`src/rtl/bcd_pkg.sv`:
```
// Shared definitions for the digit-serial packed-BCD adder.
// Latency: n/a (types and constants only).
// Backpressure: n/a.
package bcd_pkg;

    localparam int        BCD_W    = 4;
    localparam logic [3:0] BCD_CORR = 4'd6;

    typedef enum logic [1:0] {
        IDLE = 2'd0,
        RUN  = 2'd1,
        DONE = 2'd2
    } state_t;

endpackage

```
`src/rtl/bcd_serial_adder_digit_add.sv`:
```
// Single-digit decimal correcting adder.
// Latency: combinational, zero cycles.
// Backpressure: none; pure function of its inputs.
//
// Ports:
//   a_d, b_d : one BCD digit of each operand
//   c        : decimal carry-in for this digit
//   digit    : corrected BCD result digit
//   k        : decimal carry-out of this digit
module bcd_digit_add
    import bcd_pkg::*;
(
    input  logic [3:0] a_d,
    input  logic [3:0] b_d,
    input  logic       c,
    output logic [3:0] digit,
    output logic       k
);

    logic [4:0] z;

    always_comb begin
        z = {1'b0, a_d} + {1'b0, b_d} + {4'b0000, c};
        // Decimal overflow: binary carry, or the 4-bit sum is 10..15
        // (bit 3 set together with bit 2 or bit 1).
        k = z[4] | (z[3] & z[2]) | (z[3] & z[1]);
        // Adding 6 skips the six unused codes; bit 4 is the carry already in k.
        digit = k ? (z[3:0] + BCD_CORR) : z[3:0];
    end

endmodule

```
`src/rtl/bcd_serial_adder.sv`:
```
// Digit-serial packed-BCD adder, one decimal digit per clock, LSD first.
// Latency: DIGITS cycles from operand accept to out_valid; issue interval DIGITS+2.
// Backpressure: result held in DONE while out_ready=0; in_ready only in IDLE.
//
// Ports:
//   clk, rst_n          : clock, asynchronous active-low reset
//   in_valid / in_ready : operand handshake (a, b, cin)
//   out_valid/out_ready : result handshake (sum, cout)
//   busy                : high while digits are being computed
//   err                 : sticky out-of-range digit flag, only when the
//                         BCD_DIGIT_CHECK_EN macro is defined
module bcd_serial_adder
    import bcd_pkg::*;
#(
    parameter int DIGITS = 4
) (
    input  logic                  clk,
    input  logic                  rst_n,
    input  logic                  in_valid,
    output logic                  in_ready,
    input  logic [4*DIGITS-1:0]   a,
    input  logic [4*DIGITS-1:0]   b,
    input  logic                  cin,
    output logic                  out_valid,
    input  logic                  out_ready,
    output logic [4*DIGITS-1:0]   sum,
    output logic                  cout,
`ifdef BCD_DIGIT_CHECK_EN
    output logic                  err,
`endif
    output logic                  busy
);

    localparam int W  = BCD_W * DIGITS;
    localparam int CW = $clog2(DIGITS) + 1;

    state_t          state;
    state_t          state_next;
    logic [W-1:0]    a_sh;
    logic [W-1:0]    b_sh;
    logic [W-1:0]    sum_r;
    logic            carry;
    logic [CW-1:0]   cnt;
    logic [3:0]      digit;
    logic            k;
    logic            accept;
    logic            last;

    assign accept = in_valid && (state == IDLE);
    assign last   = (cnt == CW'(DIGITS - 1));

    bcd_digit_add u_digit_add (
        .a_d   (a_sh[3:0]),
        .b_d   (b_sh[3:0]),
        .c     (carry),
        .digit (digit),
        .k     (k)
    );

    always_ff @(posedge clk or negedge rst_n) begin
        if (!rst_n) begin
            state <= IDLE;
        end else begin
            state <= state_next;
        end
    end

    always_comb begin
        state_next = state;
        case (state)
            IDLE:    if (in_valid)  state_next = RUN;
            RUN:     if (last)      state_next = DONE;
            DONE:    if (out_ready) state_next = IDLE;
            default:                state_next = IDLE;
        endcase
    end

    always_ff @(posedge clk or negedge rst_n) begin
        if (!rst_n) begin
            a_sh  <= '0;
            b_sh  <= '0;
            sum_r <= '0;
            carry <= 1'b0;
            cnt   <= '0;
        end else if (accept) begin
            a_sh  <= a;
            b_sh  <= b;
            sum_r <= '0;
            carry <= cin;
            cnt   <= '0;
        end else if (state == RUN) begin
            a_sh  <= a_sh >> BCD_W;
            b_sh  <= b_sh >> BCD_W;
            // New digit enters at the top; after DIGITS shifts digit 0 is at [3:0].
            sum_r <= (sum_r >> BCD_W) | (W'(digit) << (W - BCD_W));
            carry <= k;
            cnt   <= cnt + CW'(1);
        end
    end

`ifdef BCD_DIGIT_CHECK_EN
    always_ff @(posedge clk or negedge rst_n) begin
        if (!rst_n) begin
            err <= 1'b0;
        end else if (accept) begin
            err <= 1'b0;
        end else if (state == RUN && (a_sh[3:0] > 4'd9 || b_sh[3:0] > 4'd9)) begin
            err <= 1'b1;
        end
    end
`endif

    // The carry flop holds the top digit's decimal carry once DONE is reached.
    assign sum       = sum_r;
    assign cout      = carry;
    assign in_ready  = (state == IDLE);
    assign busy      = (state == RUN);
    assign out_valid = (state == DONE);

endmodule

```
`config.mk`:
```
export PLATFORM = sky130hd
export DESIGN_NAME = bcd_serial_adder
export DESIGN_NICKNAME = d
export VERILOG_FILES = /design/src/rtl/bcd_pkg.sv /design/src/rtl/bcd_serial_adder_digit_add.sv /design/src/rtl/bcd_serial_adder.sv
export SDC_FILE = /design/constraint.sdc
export NUM_CORES = 1
export LEC_CHECK = 0
export BUFFER_PORTS_ARGS = -buffer_cell sky130_fd_sc_hd__buf_2
export CAP_MARGIN = 20
export CORE_MARGIN = 5
export CORE_UTILIZATION = 23
export CTS_CLUSTER_DIAMETER = 40
export DETAILED_ROUTE_END_ITERATION = 12
export GPL_ROUTABILITY_DRIVEN = 0
export SLEW_MARGIN = 5
export SYNTH_ARGS = -nofsm -noshare
export SYNTH_HDL_FRONTEND = slang
export SYNTH_HIERARCHICAL = 1
export SYNTH_SLANG_ARGS = --single-unit
```
`constraint.sdc`:
```
create_clock -name clk -period 2.3 [get_ports clk]
set_input_delay 0.115 -clock clk [delete_from_list [all_inputs] [get_ports clk]]
set_output_delay 0.115 -clock clk [all_outputs]
set_load 0.03 [all_outputs]
```
==> flow_metrics.env, run 1 <==
export IMPL_fin_crit_sh_pct=101
export IMPL_slew_violations=0
export IMPL_setup_viol=2
export IMPL_core_area_um2=11400
export IMPL_synthTopCellsByCount="dfrtp_1 (54), a22o_1 (25), o22ai_1 (25)"
export IMPL_dp_hpwl_mm=4.91
export IMPL_drt_initial_drc_count=84
export IMPL_drive_gt1_share_pct=38.0
export IMPL_synth_most_common_cell="dfrtp_1"
export IMPL_yosysSeqAreaShare_pct=50.8
export IMPL_worstHoldStart="b[15]"
export IMPL_grt_pass1_wl_mm=11.3
export IMPL_ios=57
export IMPL_clk_latency_ns=0.30
export IMPL_p_comb_share_pct=58.7
export IMPL_tightest_slew_ns=0.682
export IMPL_row_count=39
export IMPL_ys_flop_type="dfrtp_1"
export IMPL_die_y_um=118
export IMPL_setup_slack_ns=-0.0239
export IMPL_power_switching_w=0.00261
export IMPL_gr_total_overflow=0
export IMPL_start_util_pct=23.4
export IMPL_port_buffers=56
export IMPL_ant_nets=0
export IMPL_placed_cells=429
export IMPL_finalCriticalPeriod_ns=2.32
export IMPL_n_antenna_cell=0
export IMPL_ir_drop_v=0.00100
export IMPL_critPathKind="reg -> reg"
export IMPL_rr_worst_depth=9
export IMPL_die_w_um=118
export IMPL_final_hold_violation_count=0
export IMPL_leakage_nw=1.52
export IMPL_wl_mm=6.83
export IMPL_clock_fmax_mhz=430
export IMPL_post_drt_wl_per_cell_um=15.5
export IMPL_status="complete, but fails checks"
export IMPL_async_reset_ff_share_pct=100
export IMPL_synth_area_um2=2660
export IMPL_startpoint_type="flip-flop"
export IMPL_clk_pin_slew_ns=0.07
export IMPL_r2r_start="cout"
export IMPL_rsz0062_at_grt="yes"
export IMPL_vias=2076
export IMPL_seq_power_share_pct=27.4
export IMPL_relSlewSlack_pct=54.4
export IMPL_htreeDepth=2
export IMPL_synth_edf_count=0
export IMPL_power_w=0.00623
export IMPL_hold_class="in -> reg"
export IMPL_cts_tree="done"
export IMPL_grt_pass1_vias=2088
export IMPL_areaGrowthSynthToFinish_pct=24.4
export IMPL_hold_end="b_sh[15]"
export IMPL_p_clk_share_pct=13.9
export IMPL_synth_area_leaders="dfrtp_1 (51%), a22o_1 (8.2%), o22ai_1 (5.9%)"
export IMPL_synth_top_area_cell="dfrtp_1"
export IMPL_timing_rr_end="sum[15]"
export IMPL_synth_distinct_cells=42
export IMPL_netlist_instances=234
export IMPL_reg2reg_slack_ns=-0.02
export IMPL_ctsLongestPathBuffers=2
export IMPL_viasPerCell=4.72
export IMPL_synth_nets=279
export IMPL_cts_root_buf="clkbuf_16"
export IMPL_avgSynthCellArea_um2=11.4
export IMPL_dieArea_um2=13800
export IMPL_whs_path_depth=2
export IMPL_yosys_area_top_type_share_pct=50.8
export IMPL_clock_skew_ns=0.00614
export IMPL_cap_violations=0
export IMPL_final_cell_count_no_fill=440
export IMPL_cts_buffers=5
export IMPL_drc_errors=0
export IMPL_end_kind="flip-flop"
export IMPL_num_nets_final=341
export IMPL_grt_start_max_net_pins=28
export IMPL_cp_max_fo=2
export IMPL_antenna_found_initial=0
export IMPL_cp_required_ns=2.49
export IMPL_ys_seq_elements=54
export IMPL_switching_share_pct=41.9
export IMPL_final_util_pct=29.1
export IMPL_cellPowerDensity_nw_per_um2=1880
export IMPL_grt_use_total_pct=9.91
export IMPL_finalHoldWorstSlack_ns=0.0325
export IMPL_clkSinkCount=54
export IMPL_arrival_ns=2.51
export IMPL_drt_pass1_iter_count=4
export IMPL_violations="setup timing"
export IMPL_p_int_w=0.00362
export IMPL_synth_warning_count=6
## flip-flops by register name (all words and copies together) (netlist names)
name,cells
state,2
cout,1
a_sh,16
cnt,3
sum,16
b_sh,16
## layout make-up
| class | instances | area, µm² |
|---|---|---|
| timing repair buffer | 71 | 398 |
| inverter | 12 | 45.0 |
| sequential | 54 | 1350 |
| clock buffer | 6 | 129 |
| tap | 143 | 179 |
| multi-input combinational | 152 | 1170 |
| clock inverter | 2 | 37.5 |
| fill | 1206 | 8060 |
## power by group through the flow
| stage | logic, W | clock network, W | registers (W) |
|---|---|---|---|
| after floorplan | 0.00254 | 0 | 0.00187 |
| after global placement | 0.00343 | 0 | 0.00171 |
| after detailed placement | 0.00351 | 0 | 0.00173 |
| after CTS | 0.00365 | 0.000886 | 0.00171 |
| after global routing | 0.00403 | 0.000928 | 0.00177 |
| final | 0.00365 | 0.000866 | 0.00171 |
## through the flow
| step | setup TNS, ns | area (µm²) | setup slack (ns) |
|---|---|---|---|
| 2_1_floorplan | -0.198 | 2680 | -0.121 |
| 3_3_place_gp | -0.0343 | 3110 | -0.0343 |
| 3_5_place_dp | -0.105 | 3110 | -0.0787 |
| 4_1_cts | -0.0363 | 3310 | -0.0286 |
| 5_1_grt | -0.301 | 3310 | -0.184 |
| 6_report | -0.0328 | 3310 | -0.0239 |
## repair_timing
action,4_1_cts,5_1_grt
hold endpoints to repair,18,0
setup buffers,1,0
setup endpoints to repair,2,3
pin swaps,4,1
gates resized for setup,2,1
hold buffers,2,0
## critical path, stage by stage (launching register included)
cell and delay, ns:
dfrtp_2 0.36, inv_2 0.04, fa_2 0.41, fa_2 0.38, xnor2_2 0.16, inv_1 0.08, ha_2 0.17, o21bai_1 0.15
mux2_4 0.26, a22o_1 0.20
## metal layers
layer | GRT usage [%] | share of wire (%)
met5 | 0 | 0
met2 | 14.7 | 46
met1 | 13.4 | 45
met3 | 3.80 | 7.3
met4 | 2.87 | 1.6
## how the worst max path moves through the flow
stage	start	end	slack, ns
after floorplan	cout	sum[15]	-0.12
after global placement	b_sh[0]	sum[15]	-0.03
after detailed placement	b_sh[0]	sum[15]	-0.08
after CTS	cout	sum[15]	-0.03
after global routing	cout	sum[15]	-0.18
final	cout	sum[15]	-0.02
## cell usage in the layout, fill, tap and decap left out, types with 2 or more instances in the layout
| cell | n |
|---|---|
| clkbuf_16 | 5 |
| nor2_1 | 22 |
| inv_2 | 4 |
| ha_1 | 5 |
| dfrtp_1 | 53 |
| inv_1 | 8 |
| a22o_1 | 25 |
| buf_2 | 56 |
| o22ai_1 | 25 |
| nand2b_1 | 4 |
| nand2_1 | 3 |
| a21oi_2 | 12 |
| fa_2 | 2 |
| dlygate4sd3_1 | 2 |
| a21oi_1 | 16 |
| buf_4 | 13 |
| mux2_4 | 2 |
| o22ai_2 | 10 |
| nor2b_1 | 3 |
## logic make-up after synthesis
family / after synthesis / share of synthesized area (%)
mux: 3 / 1.22
buf+inv: 28 / 6.25
flops: 54 / 50.8
compound gates: 101 / 30.0
xor+xnor: 2 / 0.658
simple gates: 38 / 6.81
fa+ha+maj: 8 / 4.32
(Power assumes the default switching activity.)
==> run 2: changes to the inputs <==
CTS_BUF_LIST = sky130_fd_sc_hd__clkbuf_16   (was not set)
PLACE_DENSITY_LB_ADDON = 0.2   (was not set)
==> run 2 against run 1 <==
  * The flow still finishes with violations (setup timing)
  * First-iteration DRC count shrank 13%
  * Setup slack gained 0.0067 ns
  * Clock power fell by 7.2%
  * Via count down 1.3%
  * Core utilization down 0.22 points
  * Combinational power shrank 1%
  * Power shrank 2.0%
  * Sequential cell count did not move
  * Register-to-register slack about the same
  * Largest power group unchanged
==> flow_metrics.env, run 2 (synthesis results as in run 1) <==
export IMPL_clkSinkCount=54
export IMPL_relSlewSlack_pct=53.5
export IMPL_rsz0062_at_grt="yes"
export IMPL_worstHoldStart="out_ready"
export IMPL_grt_use_total_pct=10.2
export IMPL_clk_pin_slew_ns=0.08
export IMPL_highest_layer="met5"
export IMPL_grt_pass1_vias=2216
export IMPL_setup_slack_ns=-0.0173
export IMPL_gr_total_overflow=0
export IMPL_drt_initial_drc_count=73
export IMPL_htreeDepth=2
export IMPL_timing_rr_end="sum[15]"
export IMPL_leakage_nw=1.51
export IMPL_end_kind="flip-flop"
export IMPL_clock_skew_ns=0.00867
export IMPL_power_switching_w=0.00262
export IMPL_met2WireLength_mm=3.38
export IMPL_p_int_w=0.00348
export IMPL_finalCriticalPeriod_ns=2.32
export IMPL_reg2reg_slack_ns=-0.02
export IMPL_violations="setup timing"
export IMPL_r2r_start="cout"
export IMPL_dp_hpwl_mm=4.89
export IMPL_ios=57
export IMPL_wl_met1_mm=3.16
export IMPL_ant_nets=0
export IMPL_final_common_cell="buf_2"
export IMPL_ir_drop_v=0.000665
export IMPL_rr_worst_depth=9
export IMPL_num_nets_final=338
export IMPL_antenna_found_initial=1
export IMPL_core_area_um2=11400
export IMPL_power_w=0.00610
export IMPL_ctsLongestPathBuffers=2
export IMPL_grt_pass1_wl_mm=11.6
export IMPL_row_count=39
export IMPL_final_util_pct=28.9
export IMPL_wl_mm=6.99
export IMPL_cts_tree="done"
export IMPL_critPathKind="reg -> reg"
export IMPL_hold_class="in -> reg"
export IMPL_port_buffers=56
export IMPL_seq_power_share_pct=27.7
export IMPL_drc_errors=0
export IMPL_n_antenna_cell=0
export IMPL_grt_start_max_net_pins=32
export IMPL_p_comb_share_pct=59.1
export IMPL_cts_buffers=5
export IMPL_cellPowerDensity_nw_per_um2=1860
export IMPL_switching_share_pct=42.9
export IMPL_dieArea_um2=13800
export IMPL_post_drt_wl_per_cell_um=16.0
export IMPL_slew_violations=0
export IMPL_drive_gt1_share_pct=38.1
export IMPL_fin_crit_sh_pct=101
export IMPL_tightest_slew_ns=0.696
export IMPL_clk_latency_ns=0.30
export IMPL_crit_end="sum[15]"
export IMPL_cp_required_ns=2.48
export IMPL_areaGrowthSynthToFinish_pct=23.4
export IMPL_cp_max_fo=2
export IMPL_drt_pass1_iter_count=4
export IMPL_start_util_pct=23.4
export IMPL_setup_viol=2
export IMPL_crit_start="cout"
export IMPL_met3_length_um=368
export IMPL_cts_root_buf="clkbuf_16"
export IMPL_vias=2050
export IMPL_status="complete, but fails checks"
export IMPL_cap_violations=0
export IMPL_most_common_layout_cells="buf_2 (56), dfrtp_1 (53), o22ai_1 (25), a22o_1 (25), nor2_1 (22)"
export IMPL_die_w_um=118
export IMPL_p_clk_share_pct=13.2
export IMPL_startpoint_type="flip-flop"
export IMPL_viasPerCell=4.69
export IMPL_finalHoldWorstSlack_ns=0.00124
export IMPL_arrival_ns=2.50
export IMPL_die_y_um=118
export IMPL_clock_fmax_mhz=432
export IMPL_final_hold_violation_count=0
run 2: stage by stage:
stage,instances,setup WS [ns],area (µm²),setup TNS [ns]
after floorplan,234,-0.121,2680,-0.198
after global placement,427,-0.0588,3100,-0.0828
after detailed placement,427,-0.0802,3100,-0.132
after CTS,437,-0.00580,3280,-0.00914
after global routing,437,-0.112,3290,-0.259
final,437,-0.0173,3290,-0.0306
run 2: power by group through the flow:
| stage | clock, W | sequential, W | combinational [W] |
|---|---|---|---|
| floorplan | 0 | 0.00187 | 0.00254 |
| global placement | 0 | 0.00171 | 0.00350 |
| detailed placement | 0 | 0.00172 | 0.00353 |
| CTS | 0.000829 | 0.00170 | 0.00361 |
| global route | 0.000858 | 0.00176 | 0.00401 |
| finish | 0.000804 | 0.00169 | 0.00361 |
run 2: worst min-delay path by stage:
stage | cells past startpoint | end
2_1_floorplan | 0 | a_sh[0]
3_3_place_gp | 1 | b_sh[15]
3_5_place_dp | 1 | b_sh[15]
4_1_cts | 2 | state[1]
5_1_grt | 2 | state[1]
6_report | 2 | state[1]
run 2: final cells by class:
cell class                 instances  area [µm²]
sequential                        54        1350
multi-input combinational        152        1170
clock inverter                     3        28.8
fill                            1202        8080
clock buffer                       5         125
inverter                          12        45.0
timing repair buffer              68         385
tap                              143         179
run 2: critical path, stage by stage (launching register included):
cell and delay (ns):
dfrtp_2 0.37, inv_2 0.04, fa_2 0.40, fa_2 0.38, xnor2_2 0.16, inv_1 0.08, ha_2 0.18, o21bai_1 0.15
mux2_4 0.25, a22o_1 0.20
run 2: routing by layer:
| layer | track usage (%) | vias to the layer above |
|---|---|---|
| met1 | 12.9 | 991 |
| met5 | 0 | - |
| met4 | 2.37 | 2 |
| met2 | 17.2 | 52 |
| li1 | - | 996 |
| met3 | 2.79 | 9 |
run 2: what timing repair did:
action                     in CTS  in global routing
hold buffers                    1                  0
pin swaps                       3                  1
hold endpoints to repair       23                  0
resized for setup               2                  1
setup endpoints to repair       3                  4
buffers inserted                1                  0
gates cloned                    0                  0
==> run 3: changes to the inputs <==
clock period = 2.8 ns   (was 2.3 ns; I/O delays follow)
==> run 3 against run 2 <==
  * The flow now finishes without violations
  * Die area did not move
  * Hold slack better by 0.019 ns
  * Global-route usage fell by 0.44 points
  * Cell count decreased by 2.1%
  * Clock-buffer cell count is the same
  * Sequential cell count stayed put
  * Non-clock buffer count shrank 9
  * Combinational power decreased by 26%
  * Wire length fell by 3.7%
  * Critical path type unchanged
==> flow_metrics.env, run 3 (synthesis results as in run 1) <==
export IMPL_status="finished clean"
export IMPL_cts_buffers=5
export IMPL_drt_pass1_iter_count=4
export IMPL_crit_start="cout"
export IMPL_cts_root_buf="clkbuf_16"
export IMPL_die_w_um=118
export IMPL_viasPerCell=4.68
export IMPL_reg2reg_slack_ns=0.17
export IMPL_seq_power_share_pct=29.2
export IMPL_grt_pass1_vias=2141
export IMPL_p_int_w=0.00273
export IMPL_htreeDepth=2
export IMPL_areaGrowthSynthToFinish_pct=20.4
export IMPL_clk_pin_slew_ns=0.07
export IMPL_rr_worst_depth=9
export IMPL_post_drt_wl_per_cell_um=15.7
export IMPL_critPathKind="reg -> reg"
export IMPL_n_antenna_cell=0
export IMPL_startpoint_type="flip-flop"
export IMPL_die_y_um=118
export IMPL_ios=57
export IMPL_antenna_found_initial=1
export IMPL_final_common_cell="buf_2"
export IMPL_clock_fmax_mhz=381
export IMPL_cp_max_fo=4
export IMPL_core_area_um2=11400
export IMPL_cap_violations=0
export IMPL_clk_latency_ns=0.29
export IMPL_post_cts_buffers=0
export IMPL_relSlewSlack_pct=46.5
export IMPL_hold_class="in -> reg"
export IMPL_clock_skew_ns=0.00571
export IMPL_row_count=39
export IMPL_switching_share_pct=43.0
export IMPL_drive_gt1_share_pct=34.0
export IMPL_setup_viol=0
export IMPL_finalCriticalPeriod_ns=2.63
export IMPL_grt_use_total_pct=9.73
export IMPL_grt_start_max_net_pins=35
export IMPL_finalHoldWorstSlack_ns=0.0200
export IMPL_cts_tree="done"
export IMPL_drt_initial_drc_count=102
export IMPL_clkSinkCount=54
export IMPL_timing_rr_end="sum[15]"
export IMPL_cellPowerDensity_nw_per_um2=1490
export IMPL_slew_violations=0
export IMPL_final_hold_violation_count=0
export IMPL_gr_total_overflow=0
export IMPL_setup_slack_ns=0.172
export IMPL_tightest_slew_ns=0.802
export IMPL_power_switching_w=0.00206
export IMPL_end_kind="flip-flop"
export IMPL_grt_pass1_wl_mm=11.1
export IMPL_start_util_pct=23.4
export IMPL_fin_tns_setup_ns=0
export IMPL_wl_mm=6.73
export IMPL_leakage_nw=1.47
export IMPL_most_common_layout_cells="buf_2 (56), dfrtp_1 (54), o22ai_1 (25), a22o_1 (25), nor2_1 (22)"
export IMPL_ir_drop_v=0.000560
export IMPL_p_clk_share_pct=15.2
export IMPL_crit_end="sum[15]"
export IMPL_final_util_pct=28.2
export IMPL_cp_required_ns=2.98
export IMPL_post_place_ws_ns=0.115
export IMPL_fin_crit_sh_pct=93.9
export IMPL_arrival_ns=2.81
export IMPL_r2r_start="cout"
export IMPL_p_comb_share_pct=55.5
export IMPL_vias=2004
export IMPL_ant_nets=0
export IMPL_dp_hpwl_mm=4.75
export IMPL_rsz0062_at_grt="no"
export IMPL_dieArea_um2=13800
export IMPL_ctsLongestPathBuffers=2
export IMPL_drc_errors=0
export IMPL_port_buffers=56
export IMPL_num_nets_final=329
export IMPL_fillCellCount=1201
==> run 3: repair_timing <==
action	4_1_cts	5_1_grt
resized for setup	0	1
endpoints found under the setup margin	0	1
hold buffers	1	0
hold endpoints to repair	33	0
==> run 3: worst min path at each step <==
stage	startpoint	end	cells after the start
floorplan	rst_n	a_sh[0]	0
global placement	rst_n	b_sh[12]	1
detailed placement	rst_n	b_sh[12]	1
CTS	out_ready	state[1]	2
global route	out_ready	state[1]	2
finish	out_ready	state[1]	2
==> run 3: power by group through the flow <==
| stage | combinational [W] | clock, W | sequential, W |
|---|---|---|---|
| after floorplan | 0.00204 | 0 | 0.00153 |
| after global placement | 0.00263 | 0 | 0.00141 |
| after CTS | 0.00268 | 0.000760 | 0.00141 |
| after detailed placement | 0.00267 | 0 | 0.00142 |
| after global routing | 0.00294 | 0.000794 | 0.00145 |
| final | 0.00266 | 0.000730 | 0.00140 |
==> run 3: layer usage <==
layer / up-vias / track usage, % / routed length (µm)
met4: 2 / 3.01 / 117
met2: 46 / 15.8 / 3160
met5: - / 0 / 20
met1: 977 / 12.1 / 3040
met3: 8 / 3.46 / 394
li1: 971 / - / -
==> run 3: cell type report <==
class                   instances  area (µm²)  share of cell area [%]
clock buffers                   5         125                    3.90
multi-input cells             152        1150                    35.9
repair buffers                 59         305                    9.52
inverters                      12        45.0                    1.41
flip-flops and latches         54        1350                    42.2
well taps                     143         179                    5.58
clock inverters                 3        47.5                    1.48
==> run 3: metrics by stage <==
step | power, W | cells | cell area [µm²]
3_3_place_gp | 0.00404 | 419 | 3020
5_1_grt | 0.00519 | 428 | 3210
6_report | 0.00479 | 428 | 3210
4_1_cts | 0.00484 | 428 | 3200
3_5_place_dp | 0.00409 | 419 | 3020
2_1_floorplan | 0.00357 | 234 | 2660
==> run 3: critical path, cell delays in order (launching register included) <==
cell and delay [ns]:
dfrtp_1 0.38, inv_1 0.07, fa_1 0.49, fa_1 0.47
xnor2_2 0.20, inv_1 0.08, ha_1 0.21, o21bai_1 0.15
mux2_2 0.27, a22o_1 0.20
